==> config.mk <==
export PLATFORM = sky130hd
export DESIGN_NAME = hilo_muldiv_ctrl
export DESIGN_NICKNAME = d
export VERILOG_FILES = /design/src/rtl/muldiv_pkg.sv /design/src/rtl/muldiv_step.sv /design/src/rtl/hilo_muldiv_ctrl.sv
export SDC_FILE = /design/constraint.sdc
export NUM_CORES = 1
export LEC_CHECK = 0
export BUFFER_PORTS_ARGS = -buffer_cell sky130_fd_sc_hd__buf_2
export CAP_MARGIN = 25
export CORE_AREA = 2 2 214 216
export CTS_CLUSTER_DIAMETER = 40
export DETAILED_ROUTE_END_ITERATION = 16
export DIE_AREA = 0 0 216 218
export SYNTH_ARGS = -nofsm -noshare
export SYNTH_HDL_FRONTEND = slang
export SYNTH_HIERARCHICAL = 1
export SYNTH_SLANG_ARGS = --single-unit
==> constraint.sdc <==
create_clock -name clk -period 3.1 [get_ports clk]
set_input_delay 0.93 -clock clk [delete_from_list [all_inputs] [get_ports clk]]
set_output_delay 0.93 -clock clk [all_outputs]
set_load 0.005 [all_outputs]
==> src/rtl/muldiv_pkg.sv <==
// muldiv_pkg: shared definitions for the HI/LO multiply/divide sequencer.
//   - op encodings (iOp field of hilo_muldiv_ctrl)
//   - sequencer state encoding
//   - default operand width
package muldiv_pkg;

    localparam int XLEN_DEFAULT = 32;

    typedef enum logic [1:0] {
        OP_MULT  = 2'b00,
        OP_MULTU = 2'b01,
        OP_DIV   = 2'b10,
        OP_DIVU  = 2'b11
    } op_e;

    typedef enum logic [1:0] {
        IDLE = 2'b00,
        RUN  = 2'b01,
        FIX  = 2'b10,
        DONE = 2'b11
    } state_e;

    // Bit 1 of the op selects divide, bit 0 selects unsigned.
    function automatic logic isDivOp(input logic [1:0] op);
        return op[1];
    endfunction

    function automatic logic isSignedOp(input logic [1:0] op);
        return ~op[0];
    endfunction

endpackage

==> src/rtl/muldiv_step.sv <==
// muldiv_step: one combinational iteration of the iterative multiply/divide.
//   isDiv   : 1 = restoring-divide step, 0 = shift-add multiply step
//   acc     : current accumulator {hi, lo}
//             multiply: {partial product, unprocessed multiplier bits}
//             divide  : {partial remainder, dividend/quotient bits}
//   opnd    : multiplicand (multiply) or divisor (divide), magnitude form
//   nextAcc : accumulator after this iteration
module muldiv_step #(
    parameter int XLEN = 32
) (
    input  logic              isDiv,
    input  logic [2*XLEN-1:0] acc,
    input  logic [XLEN-1:0]   opnd,
    output logic [2*XLEN-1:0] nextAcc
);

    logic [XLEN:0] sum;
    logic [XLEN:0] trial;
    logic [XLEN:0] diff;

    always_comb begin
        // Multiply: the carry out of the add becomes the new MSB after the shift.
        sum   = {1'b0, acc[2*XLEN-1:XLEN]} + (acc[0] ? {1'b0, opnd} : '0);
        // Divide: the shifted remainder can need XLEN+1 bits (it is < 2*divisor).
        trial = {acc[2*XLEN-1:XLEN], acc[XLEN-1]};
        diff  = trial - {1'b0, opnd};
        if (isDiv) begin
            if (!diff[XLEN])
                nextAcc = {diff[XLEN-1:0], acc[XLEN-2:0], 1'b1};
            else
                nextAcc = {trial[XLEN-1:0], acc[XLEN-2:0], 1'b0};
        end else begin
            nextAcc = {sum, acc[XLEN-1:1]};
        end
    end

endmodule

==> src/rtl/hilo_muldiv_ctrl.sv <==
// hilo_muldiv_ctrl: iterative MULT/MULTU/DIV/DIVU sequencer feeding HI/LO.
// Operands are converted to magnitudes, run through XLEN shift-add or
// restoring-divide steps, sign-corrected in FIX, then written in DONE.
// Optional build macro MULDIV_EARLY_EXIT_EN: a multiply whose remaining
// multiplier bits are all zero finishes its outstanding shifts in one cycle.
// Ports:
//   clk, rst        clock, synchronous active-high reset
//   iStart, iOp     start request (sampled in IDLE) and op select
//   iA, iB          rs / rt operand values
//   iReadHL         MFHI/MFLO in ID needs HI/LO
//   oBusy, oStall   sequencer busy, pipeline freeze
//   oHiLoWrite      one-cycle HI/LO write strobe (same as oDone)
//   oHi, oLo        result (remainder / quotient for divide)
//   oDone           one-cycle completion pulse
//   oDivZero        divisor was zero, valid with oDone
module hilo_muldiv_ctrl
    import muldiv_pkg::*;
#(
    parameter int XLEN  = XLEN_DEFAULT,
    parameter int CNT_W = 6
) (
    input  logic            clk,
    input  logic            rst,
    input  logic            iStart,
    input  logic [1:0]      iOp,
    input  logic [XLEN-1:0] iA,
    input  logic [XLEN-1:0] iB,
    input  logic            iReadHL,
    output logic            oBusy,
    output logic            oStall,
    output logic            oHiLoWrite,
    output logic [XLEN-1:0] oHi,
    output logic [XLEN-1:0] oLo,
    output logic            oDone,
    output logic            oDivZero
);

    localparam logic [CNT_W-1:0] LAST_STEP = CNT_W'(XLEN - 1);

    state_e            state, nextState;
    logic [CNT_W-1:0]  cnt;
    op_e               opReg;
    logic              signA, signB;
    logic [XLEN-1:0]   opnd;
    logic [2*XLEN-1:0] acc, stepNext, runNext;
    logic [XLEN-1:0]   hiReg, loReg, fixHi, fixLo;
    logic              divZeroReg;
    logic              earlyExit;

    // Operand decode in IDLE
    logic            startDiv, startSigned, aNeg, bNeg, divByZero;
    logic [XLEN-1:0] magA, magB;

    assign startDiv    = isDivOp(iOp);
    assign startSigned = isSignedOp(iOp);
    assign aNeg        = startSigned & iA[XLEN-1];
    assign bNeg        = startSigned & iB[XLEN-1];
    assign magA        = aNeg ? -iA : iA;
    assign magB        = bNeg ? -iB : iB;
    assign divByZero   = startDiv && (iB == '0);

    muldiv_step #(.XLEN(XLEN)) uStep (
        .isDiv  (isDivOp(opReg)),
        .acc    (acc),
        .opnd   (opnd),
        .nextAcc(stepNext)
    );

`ifdef MULDIV_EARLY_EXIT_EN
    // Unprocessed multiplier bits above the one consumed this step sit in
    // lo[XLEN-cnt-1:1]; once they are zero the remaining steps are pure shifts.
    assign earlyExit = !isDivOp(opReg) &&
                       (((acc[XLEN-1:0] >> 1) & ({XLEN{1'b1}} >> (cnt + 1'b1))) == '0);
    assign runNext   = earlyExit ? (stepNext >> (LAST_STEP - cnt)) : stepNext;
`else
    assign earlyExit = 1'b0;
    assign runNext   = stepNext;
`endif

    // State register
    always_ff @(posedge clk) begin
        if (rst) state <= IDLE;
        else     state <= nextState;
    end

    // Next state
    always_comb begin
        nextState = state;
        case (state)
            IDLE: if (iStart) nextState = divByZero ? DONE : RUN;
            RUN:  if (cnt == LAST_STEP || earlyExit) nextState = FIX;
            FIX:  nextState = DONE;
            DONE: nextState = IDLE;
            default: nextState = IDLE;
        endcase
    end

    // Sign correction applied while in FIX
    always_comb begin
        fixHi = acc[2*XLEN-1:XLEN];
        fixLo = acc[XLEN-1:0];
        case (opReg)
            OP_MULT: if (signA ^ signB) {fixHi, fixLo} = -acc;
            OP_DIV: begin
                if (signA ^ signB) fixLo = -acc[XLEN-1:0];
                if (signA)         fixHi = -acc[2*XLEN-1:XLEN];
            end
            default: ;
        endcase
    end

    // Datapath
    always_ff @(posedge clk) begin
        if (rst) begin
            cnt        <= '0;
            opReg      <= OP_MULT;
            signA      <= 1'b0;
            signB      <= 1'b0;
            opnd       <= '0;
            acc        <= '0;
            hiReg      <= '0;
            loReg      <= '0;
            divZeroReg <= 1'b0;
        end else begin
            divZeroReg <= 1'b0;
            case (state)
                IDLE: if (iStart) begin
                    opReg <= op_e'(iOp);
                    signA <= aNeg;
                    signB <= bNeg;
                    cnt   <= '0;
                    if (divByZero) begin
                        hiReg      <= iA;
                        loReg      <= '1;
                        divZeroReg <= 1'b1;
                    end else begin
                        opnd <= startDiv ? magB : magA;
                        acc  <= {{XLEN{1'b0}}, startDiv ? magA : magB};
                    end
                end
                RUN: begin
                    cnt <= cnt + 1'b1;
                    acc <= runNext;
                end
                FIX: begin
                    hiReg <= fixHi;
                    loReg <= fixLo;
                    cnt   <= '0;
                end
                default: ;
            endcase
        end
    end

    assign oBusy      = (state != IDLE);
    assign oStall     = oBusy & (iReadHL | iStart);
    assign oHiLoWrite = (state == DONE);
    assign oDone      = (state == DONE);
    assign oHi        = hiReg;
    assign oLo        = loReg;
    assign oDivZero   = divZeroReg;

endmodule

==> impl_metrics.toml <==
[logic_synthesis]
netlist_area_um2 = 15500
synth_edf_count = 0
synthAdderAreaFrac_pct = 6.29
ys.flop_type = "dfxtp_1"
syn_nets = 2226
async_flop_share_pct = 0
synth_top_family_by_area = "compound AO/OA/AOI/OAI gates"
synthSimpleGateAreaFrac_pct = 24.3
avgSynthCellArea_um2 = 7.48
syn-instance-count = 2079
synth_compound_area_share_pct = 26.7
ys_ff_latch = 173
ys_seq_area_share_pct = 22.3
yosys_warnings = 6
synth_cell_types = 98
synth-xor-area-share_pct = 9.07
synthMuxAreaShare_pct = 5.63

[critical_path]
crit_family = "buffers and inverters"
critPathArrivalTime_ns = 3.50
crit_slowest_cell = "dfxtp_4"
slowest_delay_ns = 0.37
cp.required_ns = 3.44
crit_top_cell = "buf_4"
crit_fanout = 7
critPathBufInv = 6
cp-end-kind = "flip-flop"
path_class = "flip-flop to flip-flop"
crit_chain = "buf_6, clkbuf_16, and2_1, ha_4, buf_4, nand3_1, a21oi_1, a311oi_2, and3_1, o21ai_2, buf_4, nor3b_4, buf_6, buf_4, a21oi_2, xor2_1, mux2i_1, nand3_1, a21oi_1"
start_kind = "flip-flop"

[timing]
tightest_slew_ns = 0.787
max_slew_margin_pct = 47.3
rsz0062_at_grt = "true"
fin_crit_sh_pct = 102
setup_violations = 13
slew_viol_final = 0
hold_viol_final = 0
max_freq_ghz = 0.316
min_period_ns = 3.16
worst_clock_skew_ns = 0.0165
layout_setup_ws_ns = -0.0625
whs_ns = 0.463

[drt]
final_antenna_net_count = 0
post-route-drc-count = 0
via_per_inst = 5.93
routed_wl_um = 68600
firstDrtPassIters = 6
vias = 18300
post_drt_wl_per_cell_um = 22.2
drtIter0Drc = 1839

[global_route]
grt_usage_pct = 27.8
antenna_found_initial = 3
gr-total-overflow = 0
grt_start_max_net_pins = 129
grt_pass1_wl_um = 102000
grt_pass1_vias = 17100

[placement]
gp_congestion = 1.04
port_buffers = 138
dp_hpwl_um = 51900
placed_cell_area_um2 = 19300

[final_layout]
n_antenna_cell = 0
fin_nets = 2626
fin_area_um2 = 21100
area_growth_pct = 35.6
drive_above_1_share_pct = 31.1

[power]
power_mw = 14.6
p_switching_mw = 6.87
powerDensity_nw_per_um2 = 692
leakagePower_nw = 8.75
intPower_mw = 7.72
power_frac_clock_pct = 15.1
pwr-share-comb_pct = 62.9
seq_power_share_pct = 22.0
peakVddDrop_uv = 478
swShare_pct = 47.1

[cts]
cts.path.max_buffers = 2
cts_buffers = 17
clock-sinks = 173
path_clk_slew_ns = 0.08
cts_tree = "built"
cts_hold_buf = 0
root_buffer = "clkbuf_16"
clk_latency_ns = 0.48
ctsHtreeMaxLevel = 4

[outcome]
outcome = "complete, but fails checks"
violations = "negative setup slack"

[die]
coreArea_um2 = 44900
dieArea_um2 = 47100
die_x_um = 216
die_y_um = 218
start_util_pct = 34.6
fp-row-count = 78
ios = 139

[min_path]
hold_class = "flip-flop to flip-flop"

[run]
maxCapViolCount = 0
[cells in the mapped netlist, drive strengths merged (13+ instances only)]
cell type / count / share of area, %
nand2: 222 / 5.4
nor4: 27 / 1.5
a31oi: 53 / 2.2
xnor2: 91 / 5.2
inv: 80 / 1.9
and3: 15 / 0.60
a311oi: 41 / 2.3
nor2b: 13 / 0.52
nor3: 49 / 1.6
mux2: 36 / 2.6
a211oi: 41 / 2.0
a21oi: 162 / 5.4
nand3: 91 / 2.9
o21a: 13 / 0.63
o31ai: 22 / 1.1
a21o: 28 / 1.4
clkbuf: 100 / 2.4
mux2i: 47 / 3.0
o22ai: 24 / 0.97
o32ai: 16 / 0.90
o211ai: 17 / 0.82
nand2b: 24 / 0.97
dfxtp: 173 / 22
and2: 43 / 1.7
o21ai: 69 / 2.2
or4: 22 / 1.2
xor2: 67 / 3.9
nor2: 195 / 4.7
nand4: 24 / 0.97
o41ai: 16 / 1.0
ha: 75 / 6.0
buf: 44 / 1.4
[registers in the layout, indices dropped and copies added, names as in the netlist]
signal	cells
cnt	6
signB	1
opnd	32
state	2
oLo	32
opReg	2
signA	1
oDivZero	1
acc	64
oHi	32
[cell usage in the layout, fill, tap and decap left out, types with 22 or more instances in the layout]
cell type | netlist | layout
buf_4 | 5 | 354
nand2_1 | 222 | 205
nor2_1 | 194 | 191
dfxtp_1 | 173 | 156
a21oi_1 | 158 | 137
buf_2 | 24 | 137
xnor2_1 | 90 | 90
nand3_1 | 91 | 86
inv_1 | 79 | 77
xor2_1 | 66 | 66
ha_1 | 75 | 56
o21ai_0 | 62 | 54
nor3_1 | 48 | 47
mux2i_1 | 47 | 47
a31oi_1 | 52 | 45
and2_1 | 43 | 39
a311oi_1 | 41 | 38
a211oi_1 | 40 | 35
mux2_2 | 35 | 35
a21o_1 | 28 | 28
nand4_1 | 24 | 24
o22ai_1 | 24 | 24
nand2b_1 | 24 | 23
clkbuf_16 | 0 | 22
[per-layer routing]
metal	routed length [um]	GRT usage [%]	part of all wire [%]	vias to the layer above
met2	29900	42.6	44	947
met1	29500	38.6	43	8763
met4	2710	10.9	4.0	4
met3	6450	4.83	9.4	162
li1	-	-	-	8449
met5	26	0	0.038	-
[logic make-up after synthesis]
| kind of cell | Yosys count |
|---|---|
| buffers and inverters | 224 |
| XOR/XNOR | 158 |
| adder cells (fa/ha/maj) | 77 |
| AND/OR/NAND/NOR | 768 |
| multiplexers | 83 |
| AO/OA/AOI/OAI | 596 |
| flip-flops | 173 |
[power groups by stage]
stage,sequential [mW],clock (mW),combinational [mW]
2_1_floorplan,3.17,0,4.91
3_3_place_gp,3.20,0,8.05
3_5_place_dp,3.22,0,8.11
5_1_grt,3.26,2.31,9.78
6_report,3.21,2.20,9.18
4_1_cts,3.17,2.21,8.51
[area by class of cell]
| class | instances | area (um2) |
|---|---|---|
| multi-input combinational | 1682 | 12000 |
| sequential | 173 | 3490 |
| clock buffer | 17 | 425 |
| inverter | 80 | 300 |
| timing repair buffer | 525 | 3950 |
| clock inverter | 15 | 148 |
| tap | 600 | 751 |
| fill | 4416 | 23800 |
[path summary, 6_finish.rpt]
kind	from	to	slack [ns]	cells past startpoint
setup reg to reg	acc[0]	acc[55]	-0.06	19
hold / removal	oLo[7]	oLo[7]	0.46	2
setup / recovery	acc[0]	acc[55]	-0.06	19
hold reg to reg	oLo[7]	oLo[7]	0.46	2
[tightest hold or removal path: cells and delay by family (launching register included)]
kind | cells | cell delay [ns]
AO/OA/AOI/OAI | 1 | 0.05
flip-flops | 1 | 0.32
AND/OR/NAND/NOR | 1 | 0.05
[through the flow]
step | TNS, ns | cells | utilization, % | setup WS, ns
after floorplan | 0 | 2079 | - | 0.0702
after global placement | -5.31 | 3030 | 42.9 | -0.279
after detailed placement | -8.14 | 3030 | 42.9 | -0.268
after CTS | 0 | 3073 | 45.2 | 0.00310
after global routing | -3.36 | 3092 | 47.0 | -0.196
final | -0.354 | 3092 | 47.0 | -0.0625
[what timing repair did]
item                                    4_1_cts  5_1_grt
buffers inserted                              9       18
endpoints found under the setup margin       33       41
resized for setup                            61      121
cloned                                        2        5
pin swaps                                    24      105
Note: power is estimated with default switching activity, not from simulation.
